**config.mk**
```make
export PLATFORM = sky130hd
export DESIGN_NAME = bus_arbiter
export DESIGN_NICKNAME = d
export VERILOG_FILES = /design/src/rtl/bus_arbiter_pkg.sv /design/src/rtl/bus_arbiter_sat_counter.sv /design/src/rtl/bus_arbiter.sv
export SDC_FILE = /design/constraint.sdc
export NUM_CORES = 1
export LEC_CHECK = 0
export CAP_MARGIN = 0
export CORE_AREA = 5 5 115 117
export DETAILED_ROUTE_END_ITERATION = 7
export DIE_AREA = 0 0 120 122
export SLEW_MARGIN = 20
export SYNTH_ARGS = -nofsm -noshare
export SYNTH_HDL_FRONTEND = slang
export SYNTH_SLANG_ARGS = --single-unit
```
**constraint.sdc**
```tcl
create_clock -name clk -period 2.6 [get_ports clk]
set_clock_uncertainty 0.1 [all_clocks]
set_input_delay 0.52 -clock clk [delete_from_list [all_inputs] [get_ports clk]]
set_output_delay 0.52 -clock clk [all_outputs]
set_load 0.01 [all_outputs]
```
**src/rtl/bus_arbiter_pkg.sv**
```systemverilog
// Shared types and default tuning values for the two-master data-bus arbiter.
package bus_arbiter_pkg;

  // Owner of the bus in the previous cycle; also used to name this cycle's grantee.
  typedef enum logic [1:0] {
    OWN_IDLE = 2'd0,
    OWN_0    = 2'd1,
    OWN_1    = 2'd2
  } owner_e;

  localparam int unsigned DEF_STARVE_LIMIT = 4;
  localparam int unsigned DEF_MAX_BURST    = 8;
  localparam int unsigned DEF_CNT_W        = 4;

endpackage

```
**src/rtl/bus_arbiter_sat_counter.sv**
```systemverilog
// Small saturating counter with clear and load-one controls (clear has priority).
module arb_sat_counter #(
  parameter int unsigned CNT_W = 4,
  parameter int unsigned MAX   = 8
) (
  input  logic             clk,
  input  logic             reset_n,
  input  logic             inc_i,
  input  logic             clr_i,
  input  logic             load1_i,
  output logic [CNT_W-1:0] cnt_o
);

  localparam logic [CNT_W-1:0] MaxVal = CNT_W'(MAX);

  logic [CNT_W-1:0] cnt_q, cnt_d;

  // NOTE: always_comb assigns a default first so no path leaves cnt_d unassigned (no latch).
  always_comb begin
    cnt_d = cnt_q;
    if (clr_i)                         cnt_d = '0;
    else if (load1_i)                  cnt_d = CNT_W'(1);
    else if (inc_i && cnt_q != MaxVal) cnt_d = cnt_q + CNT_W'(1);
  end

  // NOTE: state registers use non-blocking assignments and a synchronous active-low reset.
  always_ff @(posedge clk) begin
    if (!reset_n) cnt_q <= '0;
    else          cnt_q <= cnt_d;
  end

  assign cnt_o = cnt_q;

endmodule

```
**src/rtl/bus_arbiter.sv**
```systemverilog
// Two-master data-bus arbiter: CPU (m0) by default, DMA (m1) via locked bursts
// or a forced grant once it has waited STARVE_LIMIT cycles. Bus is zero-latency.
module bus_arbiter
  import bus_arbiter_pkg::*;
#(
  parameter int unsigned STARVE_LIMIT = DEF_STARVE_LIMIT,
  parameter int unsigned MAX_BURST    = DEF_MAX_BURST,
  parameter int unsigned CNT_W        = DEF_CNT_W
) (
  input  logic        clk,
  input  logic        reset_n,
  input  logic        m0_req,
  input  logic [31:0] m0_addr,
  input  logic [31:0] m0_wdata,
  input  logic [3:0]  m0_byteen,
  output logic        m0_gnt,
  output logic [31:0] m0_rdata,
  output logic        m0_stall,
  input  logic        m1_req,
  input  logic        m1_lock,
  input  logic [31:0] m1_addr,
  input  logic [31:0] m1_wdata,
  input  logic [3:0]  m1_byteen,
  output logic        m1_gnt,
  output logic [31:0] m1_rdata,
  output logic [31:0] bus_addr,
  output logic [31:0] bus_wdata,
  output logic [3:0]  bus_byteen,
  input  logic [31:0] bus_rdata
);

  localparam logic [CNT_W-1:0] MaxBurst    = CNT_W'(MAX_BURST);
  localparam logic [CNT_W-1:0] StarveLimit = CNT_W'(STARVE_LIMIT);

  owner_e           owner_q, owner_d, grant;
  logic [CNT_W-1:0] burst_cnt, wait_cnt;
  logic             burst_inc, burst_load1, wait_inc;

  // Grant is forced to none during reset so no partial access reaches the bus.
  always_comb begin
    grant = OWN_IDLE;
    if (!reset_n)                                                     grant = OWN_IDLE;
    else if (owner_q == OWN_1 && m1_req && m1_lock && burst_cnt < MaxBurst) grant = OWN_1;
    else if (m1_req && wait_cnt >= StarveLimit)                       grant = OWN_1;
    else if (m0_req)                                                  grant = OWN_0;
    else if (m1_req)                                                  grant = OWN_1;
  end

  assign m0_gnt   = (grant == OWN_0);
  assign m1_gnt   = (grant == OWN_1);
  assign m0_stall = reset_n & m0_req & ~m0_gnt;
  assign m0_rdata = m0_gnt ? bus_rdata : '0;
  assign m1_rdata = m1_gnt ? bus_rdata : '0;

  always_comb begin
    bus_addr   = '0;
    bus_wdata  = '0;
    bus_byteen = '0;
    unique case (grant)
      OWN_0: begin
        bus_addr   = m0_addr;
        bus_wdata  = m0_wdata;
        bus_byteen = m0_byteen;
      end
      OWN_1: begin
        bus_addr   = m1_addr;
        bus_wdata  = m1_wdata;
        bus_byteen = m1_byteen;
      end
      default: ;
    endcase
  end

  assign owner_d = grant;

  always_ff @(posedge clk) begin
    if (!reset_n) owner_q <= OWN_IDLE;
    else          owner_q <= owner_d;
  end

  // A full burst followed by another m1 grant starts a fresh burst at 1.
  assign burst_inc   = m1_gnt && owner_q == OWN_1 && burst_cnt < MaxBurst;
  assign burst_load1 = m1_gnt && !burst_inc;
  assign wait_inc    = m1_req && !m1_gnt;

  arb_sat_counter #(.CNT_W(CNT_W), .MAX(MAX_BURST)) u_burst_cnt (
    .clk     (clk),
    .reset_n (reset_n),
    .inc_i   (burst_inc),
    .clr_i   (!m1_gnt),
    .load1_i (burst_load1),
    .cnt_o   (burst_cnt)
  );

  arb_sat_counter #(.CNT_W(CNT_W), .MAX(STARVE_LIMIT)) u_wait_cnt (
    .clk     (clk),
    .reset_n (reset_n),
    .inc_i   (wait_inc),
    .clr_i   (!wait_inc),
    .load1_i (1'b0),
    .cnt_o   (wait_cnt)
  );

endmodule

```
* Yosys cells after proc, flatten, opt, wreduce, memory -nomap -nowiden
Cells that the tools add are included.
** Cells by class
- Add/subtract/negate cells :: 2
- Order comparisons :: 2
- Multiplexer cells :: 12
- Reduce and logical (&&, ||, !) cells :: 16
- Equality and inequality tests :: 5
- Bitwise gates (word level) :: 5
** Operators with widths (count)
- $pmux W32 S2 :: 2
- $mux W32 :: 2
- $logic_and A1 B1 Y1 :: 10
- $mux W2 :: 5
- $add A4 B1 Y4 const B :: 2
- $pmux W4 S2 :: 1
- $eq A2 B2 Y1 const B :: 2
- $ge A4 B3 Y1 const B :: 1
- $lt A4 B4 Y1 const B :: 1
- $ne A4 B3 Y1 const B :: 1
- $ne A4 B4 Y1 const B :: 1
- $reduce_and A2 Y1 :: 2
- $not A1 Y1 :: 3
- $reduce_or A3 Y1 :: 1
- $and A1 B1 Y1 :: 2
- $eq A2 B1 Y1 const B :: 1
- $logic_not A1 Y1 :: 2
- $mux W1 :: 2
- $reduce_bool A2 Y1 :: 1
** Word-level totals
- Word-level logic and storage cells :: 46
- Register bits after elaboration :: 10
- Output and inout bits :: 135
- Bits of input ports :: 173

* Depth between registers and ports, before layout
- Word-level depth :: 12
- Gate-level depth with buffers :: 8

* Modules after synthesis
From an unflattened synthesis, not the netlist that was laid out.
** Unflattened totals
- Cell total of the unflattened synthesis :: 309
- Area, all modules :: 2097.0 um2
** Modules (own cells, without submodules)
- bus_arbiter :: sequential area each 40.0 um2, area each 1640.3 um2, instances 1, cells an instance 254
- arb_sat_counter (u_wait_cnt) :: sequential area each 80.1 um2, area each 230.2 um2, instances 1, cells an instance 28
- arb_sat_counter (u_burst_cnt) :: sequential area each 80.1 um2, area each 226.5 um2, instances 1, cells an instance 27

* Worst setup path after synthesis
OpenSTA, ideal clock, no wires.
- Path kind :: input to output
- From :: in m1_lock
- To :: out bus_wdata[11]
- Cell stages on the path :: 7
- Path buffers :: 3
- Path slack :: 0.084 ns
- Arrival :: 1.896 ns
- Path through :: a211o_1 a21o_1 ha_1 buf_2 buf_2 buf_2 nor2_1
** On the way
- Word-level cells in the longest chain between the ends :: 6
- Elaborated cells on any way between the ends :: 7
- Those cells by class :: eq/ne (2); mux (3); reduce/logical (2)
** RTL lines
- start, declared :: RTL line bus_arbiter.sv:20 : input logic m1_lock,
- $logic_and A1 B1 Y1 (*) (2 in series) :: RTL line bus_arbiter.sv:43 : else if (owner_q == OWN_1 && m1_req && m1_lock && burst_cnt < MaxBurst) grant = OWN_1;
- $mux W2 (*) :: RTL line bus_arbiter.sv:43
- $mux W2 (*) :: RTL line bus_arbiter.sv:42 : if (!reset_n) grant = OWN_IDLE;
- $eq A2 B2 Y1 / $eq A2 B1 Y1 (equally long branches) :: RTL line bus_arbiter.sv:59 : unique case (grant)
- $pmux W32 S2 (*) :: RTL line bus_arbiter.sv:59
- end, declared :: RTL line bus_arbiter.sv:27 : output logic [31:0] bus_wdata,
Mark *: on every way between the ends. The rest lies on a longest branch, timed or not.

* Worst setup path in the final report
- From :: reg owner_q[1]
- To :: out bus_wdata[15]
** On the way
- Word-level cells in the longest chain between the ends :: 8
- Elaborated cells on any way between the ends :: 9
- Those cells by class :: eq/ne (3); mux (3); reduce/logical (3)
** RTL lines
- start, declared :: RTL line bus_arbiter.sv:35 : owner_e owner_q, owner_d, grant;
- start signal, assigned :: RTL line bus_arbiter.sv:78 : else owner_q <= owner_d;
- $eq A2 B2 Y1 (*) :: RTL line bus_arbiter.sv:43
- $logic_and A1 B1 Y1 (*) (3 in series) :: RTL line bus_arbiter.sv:43
- $mux W2 (*) :: RTL line bus_arbiter.sv:43
- $mux W2 (*) :: RTL line bus_arbiter.sv:42
- $eq A2 B2 Y1 / $eq A2 B1 Y1 (equally long branches) :: RTL line bus_arbiter.sv:59
- $pmux W32 S2 (*) :: RTL line bus_arbiter.sv:59
Marks and branches as above.

==> results.md <==
| Result | Reported | Unit |
|---|---|---|
| Run status | complete, but fails checks | - |
| Violations in the final reports | setup timing | - |
| Smallest setup slack after layout | -171.1 | ps |
| Number of global-route vias before repair | 3769 | - |
| Clock Tree Buf Depth | 2 | - |
| Distinct cell type count after synthesis | 24 | - |
| Maximum clock frequency | 360.9 | MHz |
| WL final | 15610 | um |
| Worst endpoint required time | 1980 | ps |
| Relative area change from synthesis to final layout | 256.4 | % |
| Area of the multi-input gates | 2021 | um^2 |
| Arrival time of the worst setup path | 2150 | ps |
| Mapped Area | 1818 | um^2 |
| Die height | 122 | um |
| Final setup violation count | 98 | - |
| Final Slew Violations | 0 | - |
| Std cell rows | 41 | - |
| # port buffers | 307 | - |
| Static leakage | 2.793 | nW |
| Drt via density | 4.561 | - |
| Crit start category | flop | - |
| Area of the core region | 12260 | um^2 |
| Pre-antenna DRT Iters | 4 | - |
| Synth Register Bits | 10 | - |
| Hold Vio Cnt, Final | 0 | - |
| Die outline width | 120 | um |
| Deepest level of the CTS H-tree | 1 | - |
| First-pass GRT wire length | 21210 | um |
| Remaining DRCs | 0 | - |
| CTS hold repair buffers | 0 | - |
| Kind of critical path | reg2out | - |
| Iter 0 DRT Violations | 133 | - |
| Routability-driven placement congestion ratio | 0.8279 | - |
| Cts bufs inserted | 3 | - |
| Worst-case hold slack | 379.5 | ps |
| Net count of the finished layout | 816 | - |
| Warnings, synthesis | 0 | - |
| Sequential area share after synthesis | 11.01 | % |
| RSZ-0062 raised after global routing | true | - |
| DR vias | 3576 | - |
| Worst hold path class | reg2reg | - |
| Layout filler cell count | 1147 | - |
| Layout cell share with drive strength beyond 1 | 55.05 | % |
| Synthesized Nets | 464 | - |
| Cell area after placement | 5180 | um^2 |
| Count of mapped cells out of synthesis | 284 | - |
| Diodes inserted | 0 | - |
| Clock latency of the later-clocked register in the worst-skew pair | 240 | ps |
| Clock edge transition at the registers on the reported setup and hold paths | 40 | ps |
| TritonCTS clock tree | done | - |
| Post-synthesis average cell area | 6.401 | um^2 |
| Post-DRT Antenna Nets | 0 | - |
| Maximum fanout encountered on the critical timing path | 8 | - |
| Max-cap violations | 0 | - |
| Gr usage total | 18.31 | % |
| Full die area | 14640 | um^2 |
| Areal power density over the cells | 215.5 | nW/um^2 |
| Sum of net half-perimeters after detailed placement | 9639 | um |
| Reg area | 202.7 | um^2 |
| Core utilization of the finished layout | 52.84 | % |
| Slew at the pin closest to its max-slew limit | 239.0 | ps |
| Remaining max-slew budget at the tightest pin | 84.05 | % |
| Cell at the root of the clock tree | sky130_fd_sc_hd__clkbuf_16 | - |
| Worst voltage drop across the vdd grid | 0.1476 | mV |
| Total overflow reported by the global router | 0 | - |
| Nature of the critical path endpoint | output port | - |
| Maximum number of pins on one net before global-route repair | 34 | - |
| Fin crit period | 2771 | ps |
| Share of the cycle needed by the critical path after routing | 106.6 | % |
| WL/cell | 19.91 | um |
| Clock sink count | 10 | - |
| Antenna violations before repair | 0 | - |
| Starting density of the core | 14.83 | % |
| Post-route cell area | 6479 | um^2 |
| Top-Level Pins | 308 | - |
==> final timing paths <==
path	end	cells after the start	startpoint	slack, ps
min	u_burst_cnt.cnt_o[0]	1	u_burst_cnt.cnt_o[0]	380
max	bus_wdata[15]	8	owner_q[1]	-170
min reg2reg	u_burst_cnt.cnt_o[0]	1	u_burst_cnt.cnt_o[0]	380
max reg2reg	u_burst_cnt.cnt_o[3]	11	owner_q[1]	240
==> registers in the layout, summed over array words and instances, names as in the netlist <==
name	cells
owner_q	2
u_wait_cnt.cnt_o	4
u_burst_cnt.cnt_o	4
==> kinds of logic after synthesis <==
family	after synthesis	share of synthesized area [%]
flops	10	11.01
simple gates	151	42.12
xor+xnor	2	0.9637
buf+inv	34	8.534
fa+ha+maj	7	4.817
compound gates	78	31.45
mux	2	1.101
==> report_power, final <==
part / total (mW) / internal [mW] / switching, mW
Sequential: 0.161 / 0.158 / 0.00316
Clock: 0.268 / 0.199 / 0.0690
Combinational: 0.966 / 0.602 / 0.365
==> metal layers <==
metal	part of all wire (%)	GRT usage (%)	vias to the layer above
li1	-	-	1690
met1	37	21.21	1678
met2	53	34.46	196
met3	8.1	4.550	12
met4	0.94	3.006	0
met5	0	0	-
==> critical path, cell delays in order, from the launching register on <==
cell	delay, ps
sky130_fd_sc_hd__dfxtp_2	310
sky130_fd_sc_hd__nor3b_4	160
sky130_fd_sc_hd__a211o_1	300
sky130_fd_sc_hd__a21o_1	210
sky130_fd_sc_hd__buf_6	130
sky130_fd_sc_hd__ha_4	380
sky130_fd_sc_hd__clkbuf_16	220
sky130_fd_sc_hd__nor2_1	60
sky130_fd_sc_hd__buf_2	140
==> cells in the mapped netlist (all sizes together) <==
master | number | area (um^2)
or2 | 1 | 8.760
clkbuf | 13 | 48.80
and2 | 66 | 412.9
a21oi | 6 | 30.03
and4 | 1 | 8.760
xnor2 | 1 | 8.760
xor2 | 1 | 8.760
nor2 | 74 | 277.8
nand3 | 1 | 5.000
nand3b | 1 | 7.510
dfxtp | 10 | 200.2
inv | 5 | 18.77
a22oi | 68 | 510.5
a211oi | 1 | 7.510
a21o | 2 | 15.01
nand2 | 4 | 15.01
buf | 16 | 87.58
ha | 7 | 87.58
nor3b | 1 | 18.77
a211o | 1 | 8.760
nor3 | 1 | 5.000
mux2i | 2 | 20.02
and3 | 1 | 6.260
==> timing repair <==
item | CTS | global route
pin swaps | 29 | 18
resized for setup | 628 | 188
gates cloned | 19 | 7
setup endpoints to repair | 135 | 135
setup buffers | 27 | 7
==> per-stage QoR <==
| step | worst slack [ps] | cells | TNS, ps | power [mW] |
|---|---|---|---|---|
| after global routing | -249.0 | 784 | -21380 | 1.456 |
| after floorplan | 83.64 | 284 | 0 | 0.3670 |
| after detailed placement | -778.0 | 731 | -89320 | 0.8438 |
| after CTS | -184.9 | 779 | -10020 | 1.293 |
| after global placement | -741.7 | 731 | -84360 | 0.8381 |
| final | -171.1 | 784 | -11480 | 1.396 |
==> final cells by class <==
cell class                      count  share of cell area [%]
Clock buffer                        3                   1.159
Inverter                            5                  0.2897
Multi-Input combinational cell    240                   31.19
Sequential cell                    10                   3.129
Tap cell                          150                   2.897
Timing Repair Buffer              376                   61.34
==> cells in the final DEF (no fill, tap or decap), types with 4 or more instances in the layout <==
| cell type | n |
|---|---|
| sky130_fd_sc_hd__buf_16 | 14 |
| sky130_fd_sc_hd__clkbuf_16 | 10 |
| sky130_fd_sc_hd__and2_4 | 58 |
| sky130_fd_sc_hd__ha_1 | 4 |
| sky130_fd_sc_hd__nor2_1 | 56 |
| sky130_fd_sc_hd__and2_1 | 8 |
| sky130_fd_sc_hd__dfxtp_1 | 8 |
| sky130_fd_sc_hd__a22oi_1 | 16 |
| sky130_fd_sc_hd__buf_6 | 82 |
| sky130_fd_sc_hd__nor2_4 | 8 |
| sky130_fd_sc_hd__a22oi_2 | 52 |
| sky130_fd_sc_hd__a21oi_1 | 4 |
| sky130_fd_sc_hd__clkdlybuf4s50_1 | 168 |
| sky130_fd_sc_hd__buf_2 | 68 |
| sky130_fd_sc_hd__buf_12 | 13 |
| sky130_fd_sc_hd__inv_1 | 5 |
| sky130_fd_sc_hd__nor2_2 | 10 |
| sky130_fd_sc_hd__buf_4 | 16 |
No activity file was read; power rests on OpenSTA's default activity.
